$ cat config.mk
export PLATFORM = sky130hd
export DESIGN_NAME = register_file
export DESIGN_NICKNAME = d
export VERILOG_FILES = /design/src/rtl/register_file.sv
export SDC_FILE = /design/constraint.sdc
export NUM_CORES = 1
export LEC_CHECK = 0
export CORE_MARGIN = 8
export CORE_UTILIZATION = 50
export DETAILED_ROUTE_END_ITERATION = 12
export HOLD_SLACK_MARGIN = 0.05
export PLACE_DENSITY = 0.7
export SETUP_SLACK_MARGIN = 0.4
export SYNTH_ARGS = -nofsm -noshare
export SYNTH_HDL_FRONTEND = slang
export SYNTH_SLANG_ARGS = --single-unit
$ cat constraint.sdc
create_clock -name clk -period 2.5 [get_ports clk]
set_input_delay 0.5 -clock clk [delete_from_list [all_inputs] [get_ports clk]]
set_output_delay 0.5 -clock clk [all_outputs]
set_load 0.05 [all_outputs]
$ cat src/rtl/register_file.sv
// 16x16 register file: two combinational read ports with operand hold, one write port,
// sticky uninitialised-read detection. Define REGFILE_WRITE_TRACE_EN to add write trace outputs.
module register_file #(
  parameter int DATA_WIDTH = 16,
  parameter int ADDR_WIDTH = 4,
  parameter int ZERO_REG   = 0
) (
  input  logic                  clk,
  input  logic                  reset_n,
  input  logic                  reg1_read,
  input  logic                  reg2_read,
  input  logic                  reg3_write,
  input  logic [ADDR_WIDTH-1:0] reg1_addr,
  input  logic [ADDR_WIDTH-1:0] reg2_addr,
  input  logic [ADDR_WIDTH-1:0] reg3_addr,
  input  logic [DATA_WIDTH-1:0] d_bus,
  output logic [DATA_WIDTH-1:0] op_a,
  output logic [DATA_WIDTH-1:0] op_b,
  output logic                  uninit_err,
  output logic [ADDR_WIDTH-1:0] uninit_addr
`ifdef REGFILE_WRITE_TRACE_EN
  ,
  output logic [ADDR_WIDTH-1:0] last_wr_addr,
  output logic [DATA_WIDTH-1:0] last_wr_data,
  output logic [15:0]           wr_count
`endif
);

  localparam int DEPTH  = 1 << ADDR_WIDTH;
  localparam bit ZeroEn = (ZERO_REG != 0);

  logic [DATA_WIDTH-1:0] r_regs [DEPTH];
  logic [DEPTH-1:0]      r_written;
  logic [DATA_WIDTH-1:0] r_holdA;
  logic [DATA_WIDTH-1:0] r_holdB;
  logic                  r_uninitErr;
  logic [ADDR_WIDTH-1:0] r_uninitAddr;

  logic                  w_zeroA;
  logic                  w_zeroB;
  logic                  w_zeroW;
  logic [DATA_WIDTH-1:0] w_rdA;
  logic [DATA_WIDTH-1:0] w_rdB;
  logic                  w_wrEn;
  logic                  w_badA;
  logic                  w_badB;

  // Reads see the pre-write contents: no write-to-read bypass.
  assign w_zeroA = ZeroEn && (reg1_addr == '0);
  assign w_zeroB = ZeroEn && (reg2_addr == '0);
  assign w_zeroW = ZeroEn && (reg3_addr == '0);
  assign w_rdA   = w_zeroA ? '0 : r_regs[reg1_addr];
  assign w_rdB   = w_zeroB ? '0 : r_regs[reg2_addr];
  assign w_wrEn  = reg3_write && !w_zeroW;
  assign w_badA  = reg1_read && !w_zeroA && !r_written[reg1_addr];
  assign w_badB  = reg2_read && !w_zeroB && !r_written[reg2_addr];

  assign op_a        = reg1_read ? w_rdA : r_holdA;
  assign op_b        = reg2_read ? w_rdB : r_holdB;
  assign uninit_err  = r_uninitErr;
  assign uninit_addr = r_uninitAddr;

  always_ff @(posedge clk) begin
    if (!reset_n) begin
      for (int i = 0; i < DEPTH; i++) r_regs[i] <= '0;
      r_written    <= '0;
      r_holdA      <= '0;
      r_holdB      <= '0;
      r_uninitErr  <= 1'b0;
      r_uninitAddr <= '0;
    end else begin
      if (w_wrEn) r_regs[reg3_addr] <= d_bus;
      if (reg3_write) r_written[reg3_addr] <= 1'b1;
      if (reg1_read) r_holdA <= w_rdA;
      if (reg2_read) r_holdB <= w_rdB;
      // Only the first offence is recorded; port A wins a same-cycle tie.
      if (!r_uninitErr && (w_badA || w_badB)) begin
        r_uninitErr  <= 1'b1;
        r_uninitAddr <= w_badA ? reg1_addr : reg2_addr;
      end
    end
  end

`ifdef REGFILE_WRITE_TRACE_EN
  logic [ADDR_WIDTH-1:0] r_lastWrAddr;
  logic [DATA_WIDTH-1:0] r_lastWrData;
  logic [15:0]           r_wrCount;

  assign last_wr_addr = r_lastWrAddr;
  assign last_wr_data = r_lastWrData;
  assign wr_count     = r_wrCount;

  // Writes dropped on the zero register are counted but leave the trace alone.
  always_ff @(posedge clk) begin
    if (!reset_n) begin
      r_lastWrAddr <= '0;
      r_lastWrData <= '0;
      r_wrCount    <= '0;
    end else begin
      if (reg3_write) r_wrCount <= r_wrCount + 16'd1;
      if (w_wrEn) begin
        r_lastWrAddr <= reg3_addr;
        r_lastWrData <= d_bus;
      end
    end
  end
`endif

endmodule

==> metrics.txt <==
outcome complete, but fails checks; failing checks setup timing; clk_lat worst skew roughly 520 ps; DP Worst Slack -625 ps; clock slew at reported path FFs 60 ps; DP HPWL 30000 um; first-pass GRT wire length 69000 um; routed vias/inst between 6 and 7; Die Width around 190 um; Sink Count 309; Worst Setup SP r_regs[7][15]$_SDFFCE_PN0P_; Clock Tree Root clkbuf_16; CTS Hold Bufs 0; fin nets 1180; Worst Setup End Kind output port; synth unique cells 35; initial antenna violation count 6; fin crit share 1.17; synthesized area about 16000 um2; Pint 10.1 mW; Hold Path Class reg2reg; share of cells above drive strength 1 0.390; CP delay by family, top multiplexers; core area 31200 um2; reg2reg start r_regs[6][11]$_SDFFCE_PN0P_; Ports 70; TritonCTS clock tree yes; H-tree depth 2; Placement Rows between 60 and 70; Hold Crit Start r_written[0]$_SDFFE_PN0P_; register area share after synthesis 0.557; cell mode on critical path mux4_2; setup TNS -11350 ps; Routed WL 48000 um; Worst Skew around 19 ps; Die Y-Extent 193 um; worst-path cell chain mux4_2 -> mux4_2 -> mux2_4 -> buf_6; Clock Path Buffers 3; Slew HR 0.548; Hold Vio Cnt, Final 0; Critical Path Slowest Stage Cell mux4_2; Post-DRT Antenna Nets 0; Comb power frac 0.170; Routed WL per cell 30.5 um; r2r setup slk 410 ps; CP max FO 2; die area around 37000 um2; maxcap violations 0; slowest stage delay, CP 570 ps; Remaining Overflow, GRT 0; CP required 2000 ps; RSZ-0062 raised after global routing yes; Yosys reg bits between 300 and 400; Syn Inst Count 981; PwrDens 680 nW/um2; DR vias 10000; Syn Nets 1014; Slew Limit Fails 0; Setup Crit Path Kind reg2out; sequential share of power 0.451; vias in the first global route 9953; GRT Overall Usage 0.252; Startpoint Class flip-flop; largest net degree at the start of global routing 56; Pre-antenna DRT Iters 5; Starting DRT DRC Count 1221; NetSw ~3.3 mW; Sw Share 0.248; CTS buffer count 35; drt drc 0; Clock Power Share 0.380; achievable frequency 0.342 GHz; P_leak 7.35 nW; CP Buf/Inv Count 1; Area growth syn-to-layout 25.4%; setup ws final -426 ps; Final setup viols 32; CP Data Arrival Time about 2400 ps; Max VDD drop between 0.0003 and 0.0004 V; slew of the pin with the lowest slew margin 678 ps; crit path time final 2930 ps; Synth Area per Inst 16.0 um2; Starting Density 0.503; I/O Buffers 69; synth warn 0; global placer's final weighted congestion 0.839
[cell usage after synthesis]
master     count  area share
nand2b_1       7      0.0028
a31oi_1        1     0.00040
buf_6         14       0.010
a221oi_1       3      0.0017
buf_4          2     0.00096
o221a_2        1     0.00072
o31ai_1        1     0.00048
o2bb2ai_1      1     0.00056
a21oi_1        3     0.00096
edfxtp_1     256        0.49
inv_1          6      0.0014
clkbuf_1      56       0.013
nand4_1        1     0.00040
nor2_1        15      0.0036
a21o_1        17      0.0081
nand4b_1       1     0.00056
mux4_2       164        0.24
nor2b_1        2     0.00080
a2111oi_0      1     0.00056
and2_1       288        0.11
or3_1          1     0.00040
o21ai_0       17      0.0054
nand2_1        4     0.00096
mux2i_1        6      0.0038
buf_2          5      0.0016
dfxtp_1       53       0.068
nor3_1         4      0.0013
inv_2          2     0.00048
buf_1          5      0.0012
o22ai_1        1     0.00040
o21a_1         2     0.00096
mux2_2        36       0.026
a31o_2         2      0.0011
o221ai_2       2      0.0019
o221ai_1       1     0.00056
[placed cells by master (no fill, tap or decap), drive strengths merged]
cell / n
and2: 288
a21o: 17
clkinv: 12
mux4: 164
nand4: 1
or3: 1
nand2: 4
o2bb2ai: 1
a31o: 2
a31oi: 1
nor2b: 2
o221a: 1
edfxtp: 256
bufinv: 3
o21ai: 17
nor3: 4
inv: 8
clkinvlp: 2
mux2i: 6
dlymetal6s2s: 1
a2111oi: 1
dfxtp: 53
mux2: 36
bufbuf: 1
clkdlybuf4s50: 25
o22ai: 1
clkbuf: 47
nand2b: 7
dlygate4sd2: 5
a21oi: 3
o221ai: 3
o31ai: 1
nand4b: 1
o21a: 2
a221oi: 3
diode: 1
clkdlybuf4s15: 1
buf: 176
nor2: 15
[sequential cells by signal (all words and copies together), names as in the netlist]
register / count
uninit_err: 1
r_holdA: 16
r_regs: 256
r_written: 16
r_holdB: 16
uninit_addr: 4
[power by group through the flow]
stage                     clock (mW)  sequential [mW]  combinational [mW]
after floorplan                    0             6.10                1.35
after global placement             0             6.11                2.02
after detailed placement           0             6.13                2.03
after CTS                       5.11             6.02                2.22
after global routing            5.32             6.06                2.36
final                           5.08             6.03                2.27
[final timing paths]
kind                          endpoint  cells past startpoint
max                           op_a[15]                      4
min          r_written[0]$_SDFFE_PN0P_                      1
max reg2reg     r_holdB[11]$_SDFF_PN0_                      5
min reg2reg  r_written[0]$_SDFFE_PN0P_                      1
[cell families (layout without fill, tap and decap cells)]
| logic type | after synthesis | after routing | synth area share |
|---|---|---|---|
| DFF | 309 | 309 | 0.557 |
| AOI/OAI and AO/OA | 53 | 53 | 0.0238 |
| muxes | 206 | 206 | 0.265 |
| other | 0 | 1 | 0 |
| and+or+nand+nor | 323 | 323 | 0.125 |
| buffers and inverters | 90 | 281 | 0.0291 |
[timing repair]
item / 4_1_cts / 5_1_grt
pin swaps: 0 / 4
setup buffers: 9 / 5
endpoints found under the setup margin: 52 / 40
cloned: 12 / 2
resized for setup: 65 / 18
[through the flow]
step | utilization | power [mW] | cells | hold slack, ps | area (um2)
final | 0.631 | 13.4 | 1575 | 465 | 19700
after global routing | 0.630 | 13.7 | 1574 | 505 | 19700
after CTS | 0.625 | 13.4 | 1567 | 461 | 19500
after detailed placement | 0.569 | 8.16 | 1484 | 455 | 17800
after global placement | 0.569 | 8.13 | 1484 | 447 | 17800
after floorplan | - | 7.45 | 981 | 438 | 16000
[area by class of cell]
cell class | count | area [um2]
Fill cell | 2232 | 11500
Sequential cell | 309 | 8750
Multi-Input combinational cell | 582 | 6750
Timing Repair Buffer | 211 | 2530
Clock buffer | 45 | 976
Tap cell | 402 | 503
Clock inverter | 17 | 154
Inverter | 8 | 30.0
Antenna cell | 1 | 2.50
[routing by layer]
layer | GRT usage | wire (um)
met5 | 0 | 53
met4 | 0.0887 | 1710
met3 | 0.0751 | 5650
met2 | 0.395 | 22500
met1 | 0.332 | 18000
(Power assumes the default switching activity.)
